File: src/rtl/sdram_read_arbiter_if.sv
`default_nettype none
// ======================================================================
// sdram_read_arbiter_if : one 64-bit Avalon-MM port (master/slave views)
// Revision 1.0
// ======================================================================
interface sdram_read_arbiter_if;
  logic [28:0] address;
  logic [7:0]  burstcount;
  logic        read;
  logic        write;
  logic [63:0] writedata;
  logic [7:0]  byteenable;
  logic        waitrequest;
  logic [63:0] readdata;
  logic        readdatavalid;

  modport master (
    output address, burstcount, read, write, writedata, byteenable,
    input  waitrequest, readdata, readdatavalid
  );

  modport slave (
    input  address, burstcount, read, write, writedata, byteenable,
    output waitrequest, readdata, readdatavalid
  );
endinterface
`default_nettype wire

File: src/rtl/sdram_read_arbiter.sv
`default_nettype none
// ======================================================================
// sdram_read_arbiter : two-master SDRAM port arbiter with tag-routed reads
// Revision 1.0
// ======================================================================
module sdram_read_arbiter #(
  parameter int MAX_PENDING      = 16,
  parameter int MAX_PENDING_LOG2 = 4,
  parameter int STARVE_LIMIT     = 8
) (
  input  wire logic                  clock,
  input  wire logic                  reset_n,
  sdram_read_arbiter_if.slave        m0,
  sdram_read_arbiter_if.slave        m1,
  sdram_read_arbiter_if.master       s,
  output logic [MAX_PENDING_LOG2:0]  pending,
  output logic                       error
);

  localparam int STARVE_W = $clog2(STARVE_LIMIT + 1);
  localparam logic [STARVE_W-1:0]       STARVE_MAX   = STARVE_W'(STARVE_LIMIT);
  localparam logic [MAX_PENDING_LOG2:0] PENDING_FULL = (MAX_PENDING_LOG2 + 1)'(MAX_PENDING);

  typedef enum logic [1:0] {
    GRANT_NONE = 2'd0,
    GRANT_M0   = 2'd1,
    GRANT_M1   = 2'd2
  } grant_t;

  grant_t                      grant;
  grant_t                      grant_next;
  logic                        lock;
  logic                        lock_next;
  logic                        hold_grant;
  logic [STARVE_W-1:0]         starve;
  logic [STARVE_W-1:0]         starve_next;
  logic [MAX_PENDING-1:0]      tags;
  logic [MAX_PENDING_LOG2-1:0] wr_ptr;
  logic [MAX_PENDING_LOG2-1:0] rd_ptr;

  logic        req0;
  logic        req1;
  logic        full;
  logic        cmd_read;
  logic        cmd_write;
  logic        accept;
  logic        push;
  logic        pop;
  logic        head_tag;
  logic [28:0] cmd_address;
  logic [63:0] cmd_writedata;
  logic [7:0]  cmd_byteenable;

  assign req0 = m0.read;
  assign req1 = m1.read | m1.write;
  assign full = (pending == PENDING_FULL);

  always_comb begin
    cmd_read       = 1'b0;
    cmd_write      = 1'b0;
    cmd_address    = '0;
    cmd_writedata  = '0;
    cmd_byteenable = '0;
    case (grant)
      GRANT_M0: begin
        cmd_read       = m0.read & ~full;
        cmd_address    = m0.address;
        cmd_byteenable = 8'hFF;
      end
      GRANT_M1: begin
        cmd_read       = m1.read & ~full;
        cmd_write      = m1.write;
        cmd_address    = m1.address;
        cmd_writedata  = m1.writedata;
        cmd_byteenable = m1.byteenable;
      end
      default: ;
    endcase
  end

  assign s.address    = cmd_address;
  assign s.burstcount = 8'h01;
  assign s.read       = cmd_read;
  assign s.write      = cmd_write;
  assign s.writedata  = cmd_writedata;
  assign s.byteenable = cmd_byteenable;

  assign m0.waitrequest = (grant == GRANT_M0) ? (s.waitrequest | (m0.read & full)) : 1'b1;
  assign m1.waitrequest = (grant == GRANT_M1) ? (s.waitrequest | (m1.read & full)) : 1'b1;

  assign accept    = (cmd_read | cmd_write) & ~s.waitrequest;
  assign lock_next = (cmd_read | cmd_write) & s.waitrequest;
  // A stalled command may never be switched away from, even for one cycle.
  assign hold_grant = lock_next | (lock & ~accept);

  always_comb begin
    starve_next = starve;
    if (!req1 || (accept && grant == GRANT_M1)) begin
      starve_next = '0;
    end else if (accept && grant == GRANT_M0 && starve != STARVE_MAX) begin
      starve_next = starve + 1'b1;
    end
  end

  // Master 0 keeps the port while it streams; master 1 keeps it only while
  // master 0 is quiet, so a forced master 1 grant lasts exactly one accept.
  always_comb begin
    grant_next = grant;
    if (!hold_grant) begin
      if (grant == GRANT_M0 && accept && req1 && starve_next == STARVE_MAX) begin
        grant_next = GRANT_M1;
      end else if (grant == GRANT_M0 && req0) begin
        grant_next = GRANT_M0;
      end else if (grant == GRANT_M1 && req1 && !req0) begin
        grant_next = GRANT_M1;
      end else if (req0) begin
        grant_next = GRANT_M0;
      end else if (req1) begin
        grant_next = GRANT_M1;
      end else begin
        grant_next = GRANT_NONE;
      end
    end
  end

  assign push     = accept & cmd_read;
  assign pop      = s.readdatavalid & (pending != '0);
  assign head_tag = tags[rd_ptr];

  assign m0.readdata      = s.readdata;
  assign m1.readdata      = s.readdata;
  assign m0.readdatavalid = pop & ~head_tag;
  assign m1.readdatavalid = pop & head_tag;

  always_ff @(posedge clock or negedge reset_n) begin
    if (!reset_n) begin
      grant   <= GRANT_NONE;
      lock    <= 1'b0;
      starve  <= '0;
      tags    <= '0;
      wr_ptr  <= '0;
      rd_ptr  <= '0;
      pending <= '0;
      error   <= 1'b0;
    end else begin
      grant  <= grant_next;
      lock   <= lock_next;
      starve <= starve_next;
      if (push) begin
        tags[wr_ptr] <= (grant == GRANT_M1);
        wr_ptr       <= wr_ptr + 1'b1;
      end
      if (pop) begin
        rd_ptr <= rd_ptr + 1'b1;
      end
      case ({push, pop})
        2'b10:   pending <= pending + 1'b1;
        2'b01:   pending <= pending - 1'b1;
        default: ;
      endcase
      if (s.readdatavalid && pending == '0) begin
        error <= 1'b1;
      end
    end
  end

  logic unused_inputs;
  assign unused_inputs = &{1'b0, m0.burstcount, m0.write, m0.writedata, m0.byteenable,
                           m1.burstcount};

endmodule
`default_nettype wire

File: src/flat_wrapper.sv
// flat-port wrapper written by rule: the top's interface ports become plain ports
module sdram_read_arbiter_flat 
#(
  parameter int MAX_PENDING      = 16,
  parameter int MAX_PENDING_LOG2 = 4,
  parameter int STARVE_LIMIT     = 8
)
  (clock, reset_n, pending, error, m0_address, m0_burstcount, m0_read, m0_write, m0_writedata, m0_byteenable, m0_waitrequest, m0_readdata, m0_readdatavalid, m1_address, m1_burstcount, m1_read, m1_write, m1_writedata, m1_byteenable, m1_waitrequest, m1_readdata, m1_readdatavalid, s_address, s_burstcount, s_read, s_write, s_writedata, s_byteenable, s_waitrequest, s_readdata, s_readdatavalid);
  sdram_read_arbiter_if m0_i ();
  sdram_read_arbiter_if m1_i ();
  sdram_read_arbiter_if s_i ();
  input  wire logic clock;
  input  wire logic reset_n;
  output logic [MAX_PENDING_LOG2:0] pending;
  output logic error;
  input wire logic [$bits(m0_i.address)-1:0] m0_address;
  input wire logic [$bits(m0_i.burstcount)-1:0] m0_burstcount;
  input wire logic [$bits(m0_i.read)-1:0] m0_read;
  input wire logic [$bits(m0_i.write)-1:0] m0_write;
  input wire logic [$bits(m0_i.writedata)-1:0] m0_writedata;
  input wire logic [$bits(m0_i.byteenable)-1:0] m0_byteenable;
  output wire logic [$bits(m0_i.waitrequest)-1:0] m0_waitrequest;
  output wire logic [$bits(m0_i.readdata)-1:0] m0_readdata;
  output wire logic [$bits(m0_i.readdatavalid)-1:0] m0_readdatavalid;
  input wire logic [$bits(m1_i.address)-1:0] m1_address;
  input wire logic [$bits(m1_i.burstcount)-1:0] m1_burstcount;
  input wire logic [$bits(m1_i.read)-1:0] m1_read;
  input wire logic [$bits(m1_i.write)-1:0] m1_write;
  input wire logic [$bits(m1_i.writedata)-1:0] m1_writedata;
  input wire logic [$bits(m1_i.byteenable)-1:0] m1_byteenable;
  output wire logic [$bits(m1_i.waitrequest)-1:0] m1_waitrequest;
  output wire logic [$bits(m1_i.readdata)-1:0] m1_readdata;
  output wire logic [$bits(m1_i.readdatavalid)-1:0] m1_readdatavalid;
  output wire logic [$bits(s_i.address)-1:0] s_address;
  output wire logic [$bits(s_i.burstcount)-1:0] s_burstcount;
  output wire logic [$bits(s_i.read)-1:0] s_read;
  output wire logic [$bits(s_i.write)-1:0] s_write;
  output wire logic [$bits(s_i.writedata)-1:0] s_writedata;
  output wire logic [$bits(s_i.byteenable)-1:0] s_byteenable;
  input wire logic [$bits(s_i.waitrequest)-1:0] s_waitrequest;
  input wire logic [$bits(s_i.readdata)-1:0] s_readdata;
  input wire logic [$bits(s_i.readdatavalid)-1:0] s_readdatavalid;
  assign m0_i.address = m0_address;
  assign m0_i.burstcount = m0_burstcount;
  assign m0_i.read = m0_read;
  assign m0_i.write = m0_write;
  assign m0_i.writedata = m0_writedata;
  assign m0_i.byteenable = m0_byteenable;
  assign m0_waitrequest = m0_i.waitrequest;
  assign m0_readdata = m0_i.readdata;
  assign m0_readdatavalid = m0_i.readdatavalid;
  assign m1_i.address = m1_address;
  assign m1_i.burstcount = m1_burstcount;
  assign m1_i.read = m1_read;
  assign m1_i.write = m1_write;
  assign m1_i.writedata = m1_writedata;
  assign m1_i.byteenable = m1_byteenable;
  assign m1_waitrequest = m1_i.waitrequest;
  assign m1_readdata = m1_i.readdata;
  assign m1_readdatavalid = m1_i.readdatavalid;
  assign s_address = s_i.address;
  assign s_burstcount = s_i.burstcount;
  assign s_read = s_i.read;
  assign s_write = s_i.write;
  assign s_writedata = s_i.writedata;
  assign s_byteenable = s_i.byteenable;
  assign s_i.waitrequest = s_waitrequest;
  assign s_i.readdata = s_readdata;
  assign s_i.readdatavalid = s_readdatavalid;
  sdram_read_arbiter #(.MAX_PENDING(MAX_PENDING), .MAX_PENDING_LOG2(MAX_PENDING_LOG2), .STARVE_LIMIT(STARVE_LIMIT)) u_core (.clock(clock), .reset_n(reset_n), .m0(m0_i), .m1(m1_i), .s(s_i), .pending(pending), .error(error));
endmodule
File: config.mk
export PLATFORM = sky130hd
export DESIGN_NAME = sdram_read_arbiter_flat
export DESIGN_NICKNAME = d
export VERILOG_FILES = /design/src/rtl/sdram_read_arbiter_if.sv /design/src/rtl/sdram_read_arbiter.sv /design/src/flat_wrapper.sv
export SDC_FILE = /design/constraint.sdc
export NUM_CORES = 1
export LEC_CHECK = 0
export CORE_AREA = 2 2 212 214
export CTS_CLUSTER_SIZE = 28
export DETAILED_ROUTE_END_ITERATION = 7
export DIE_AREA = 0 0 214 216
export PLACE_DENSITY = 0.35
export SETUP_SLACK_MARGIN = 0.05
export SLEW_MARGIN = 20
export SYNTH_ARGS = -nofsm -noshare
export SYNTH_HDL_FRONTEND = slang
export SYNTH_SLANG_ARGS = --single-unit
File: constraint.sdc
create_clock -name clock -period 3.8 [get_ports clock]
set_input_delay 0.57 -clock clock [delete_from_list [all_inputs] [get_ports clock]]
set_output_delay 0.57 -clock clock [all_outputs]
set_load 0.01 [all_outputs]
==> impl.org <==
** Layout
- Fraction of layout instances using a drive strength above 1 :: 7.179%
- After routing the design area is 0.006435 mm2.
- FILL cells :: 4985
- Compared with the post-synthesis result, the final layout area differs by 56.27%.
- Cells fill 14.68% of the core in the end.
- At the end of the flow, the number of nets in the layout was 903.
- 0 antenna diodes ended up in the layout.

** Status
- Result of the run :: finished, final reports clean

** Route
- Average wire length per cell after detail routing :: 12.41 um
- For this block, the initial DRC count from the detailed router was 147.
- The final layout contains routed wiring with a total length of 14.78 mm.
- After detailed routing, the number of vias per cell comes to 2.970.
- The count of nets left with antenna violations once routing finished came out at 0.
- The final route contains 3537 vias.
- The first TritonRoute pass finished after 4 iterations.
- Post-route DRC :: 0

** Clock tree
- Hold repair after CTS inserted 0 buffers.
- H-tree Lvls :: 2
- Library cell used as clock root buffer :: sky130_fd_sc_hd__clkbuf_16
- Counting the buffers created by CTS gives 5.
- Count of instances resized after the clock tree is built :: 0
- Clock slew at the register clock pins of the worst setup and hold paths :: 0.06 ns
- TritonCTS built the clock tree.
- Number of sinks on the clock net :: 37
- Once the clock tree was built, the setup fixing pass inserted 0 buffers.
- Clock latency on the worst-skew pair, taken at its later pin, is 0.28 ns.
- Largest buffer count on any clock path :: 2

** Yosys
- After synthesis, the netlist uses 45 different library cells.
- Each instance of the synthesized netlist takes up on average 8.302 um2.
- In the synthesized netlist, the number of instances is 496.
- The Yosys step of the flow raised 0 warnings.
- Ranked by total cell area, the synthesized netlist is headed by sky130_fd_sc_hd__buf_4 (25%), sky130_fd_sc_hd__dfrtp_1 (22%), sky130_fd_sc_hd__and2_1 (9.9%), sky130_fd_sc_hd__a22oi_1 (5.3%), sky130_fd_sc_hd__nor2_1 (4.3%).
- Sequential element share of the synthesized area :: 22.49%
- The synthesized design contains 37 register bits.
- Share of the synthesized area in the top cell type :: 25.16%
- The largest total area in the synthesized netlist belongs to sky130_fd_sc_hd__buf_4.
- Asr flop ratio synth :: 100.0%
- Total standard cell area after synthesis :: 0.004118 mm2
- Most instantiated flip-flop cell in the synthesis netlist :: sky130_fd_sc_hd__dfrtp_1
- EDFF count, synth :: 0

** Placement
- GP Congestion :: 0.7539
- Placed instance area :: 0.006275 mm2
- Total half-perimeter wirelength after legalization and detailed placement :: 11.60 mm
- The count of buffers added on input and output ports is 249.

** Worst setup path
- STA puts the critical path data required time at 3.23 ns.
- Category of the most critical setup path :: reg2out
- Category of the worst setup path capture point :: primary output
- The worst setup path is launched from a flip-flop.
- Arrival time of the worst setup path :: 2.58 ns
- Max Fanout on Critical Path :: 7

** Flow run
- Max-cap viol count :: 0

** GRT
- The total overflow left after global routing is 0.
- Initial antenna violation count :: 0
- The layer flagged by global routing as most heavily used is met2.
- Global routing used 9.545% of the available met2 tracks.
- Number of global-route vias before repair :: 3582
- In the global route stage, met1 resource usage came out at 6.503%.
- For this run, global-route usage on met3 was measured as 3.073%.
- GR Util All Layers :: 5.884%
- Entering global routing, the biggest net connects 120 pins.
- Global-route wire length before repair :: 21.42 mm

** Floorplan
- 539 I/O pins were placed.
- After floorplanning, the core was sized to cover 0.04384 mm2.
- Height of the die :: 216 um
- # rows :: 77
- The die covers 0.04622 mm2.
- Initial standard-cell utilization of the core :: 9.393%
- From left edge to right edge, the die measures 214 um.

** STA
- After routing, the total negative slack on setup checks comes to 0 ns.
- Setup repair after global routing missed its margin :: no
- Time the final worst path needs with I/O delays and setup :: 3.150 ns
- Final worst path period share :: 82.89%
- Final Max Tran Viols :: 0
- Hold timing on the final database bottoms out at a slack of 0.4591 ns.
- Final hold violation count :: 0
- Setup violation total in the final timing report :: 0
- Headroom to the max-slew limit came out at 53.96%.
- Worst Skew :: 0.001574 ns
- For this run, the top clock speed supported by timing is 317.5 MHz.
- At the pin with the least slew margin, the transition time is 0.6833 ns.

** Power and ir drop
- For this design the ratio of total power to cell area is 603.2 mW/mm2.
- Largest vdd supply drop :: 0.2741 mV
- Summed over all cells, the static leakage comes to 2.389 nW.

** Hold path
- The worst hold path belongs to the class reg2reg.
## cells by family after synthesis
kind of cell               Yosys count  share of synthesized area [%]
xor gates and xnor gates            13                          2.765
other                                2                         0.1824
muxes                               26                          8.721
buffers and inverters              179                          29.84
and+or+nand+nor                    162                          20.60
DFF                                 37                          22.49
adders and majority gates           14                          4.436
AOI/OAI and AO/OA                   63                          10.97
## final timing paths
check	startpoint	endpoint	slack [ns]	cells after the start
worst max-delay path	u_core.rd_ptr[0]$_DFFE_PN0P_	m0_readdatavalid	0.65	4
worst min-delay path	u_core.error$_DFFE_PN0P_	u_core.error$_DFFE_PN0P_	0.46	1
worst max register to register	u_core.pending[1]$_DFFE_PN0P_	u_core.pending[4]$_DFFE_PN0P_	0.70	10
worst min register to register	u_core.error$_DFFE_PN0P_	u_core.error$_DFFE_PN0P_	0.46	1
max in group asynchronous	reset_n	u_core.tags[4]$_DFFE_PN0P_	2.71	2
min in group asynchronous	reset_n	u_core.pending[2]$_DFFE_PN0P_	0.72	2
## area by class of cell
| type | instances | area (um2) | area share (%) |
|---|---|---|---|
| timing repair buffer | 253 | 2547 | 39.59 |
| multi-input combinational | 286 | 2001 | 31.09 |
| sequential | 37 | 925.9 | 14.39 |
| tap | 592 | 740.7 | 11.51 |
| clock buffer | 5 | 125.1 | 1.944 |
| inverter | 16 | 60.06 | 0.9333 |
| clock inverter | 2 | 35.03 | 0.5444 |
## where the power goes
part / internal [mW] / switching, mW
clock: 0.305 / 0.162
sequential: 0.539 / 0.194
combinational: 1.41 / 1.27
## synth_stat cells (9+ instances only)
cell type / n
sky130_fd_sc_hd__a21oi_1: 12
sky130_fd_sc_hd__ha_1: 13
sky130_fd_sc_hd__dfrtp_1: 37
sky130_fd_sc_hd__and2_1: 65
sky130_fd_sc_hd__nand2_1: 25
sky130_fd_sc_hd__xnor2_1: 9
sky130_fd_sc_hd__clkbuf_1: 15
sky130_fd_sc_hd__a22oi_1: 29
sky130_fd_sc_hd__nor2_1: 47
sky130_fd_sc_hd__mux2_2: 13
sky130_fd_sc_hd__inv_1: 16
sky130_fd_sc_hd__buf_4: 138
## worst max-delay path, cell delays in order (launching register included)
cell and delay [ns]:
sky130_fd_sc_hd__dfrtp_1 0.59, sky130_fd_sc_hd__mux4_2 0.57, sky130_fd_sc_hd__mux4_2 0.49, sky130_fd_sc_hd__nor2_1 0.10
sky130_fd_sc_hd__clkdlybuf4s50_1 0.54
## cell usage in the layout (no fill, tap or decap), drive strengths merged, types with 5 or more instances in the layout
| cell type | instances |
|---|---|
| nor2 | 47 |
| inv | 16 |
| nand2 | 25 |
| a22oi | 29 |
| dfrtp | 37 |
| mux4 | 5 |
| a21oi | 12 |
| mux2 | 17 |
| clkbuf | 5 |
| clkdlybuf4s50 | 249 |
| xnor2 | 9 |
| and2 | 68 |
| nand3 | 8 |
| nor2b | 7 |
| o21ai | 9 |
| ha | 13 |
| conb | 8 |
## per-layer routing
layer | wire length (um) | share of wire [%] | up-vias
li1 | - | - | 1681
met1 | 5625 | 38 | 1565
met2 | 6860 | 46 | 249
met3 | 1873 | 13 | 40
met4 | 374 | 2.5 | 2
met5 | 46 | 0.31 | -
## registers in the layout, summed over array words and instances (netlist names)
register,flops
u_core.lock,1
u_core.tags,16
u_core.error,1
u_core.wr_ptr,4
u_core.grant,2
u_core.starve,4
u_core.rd_ptr,4
u_core.pending,5
## stage by stage
stage / setup slack [ns] / cells / power, mW
floorplan: 1.014 / 502 / 2.247
global placement: 0.3966 / 1184 / 3.528
detailed placement: 0.4176 / 1184 / 3.485
CTS: 0.5994 / 1191 / 3.972
global route: 0.4772 / 1191 / 4.208
finish: 0.6501 / 1191 / 3.882
Note: power is estimated with default switching activity, not from simulation.
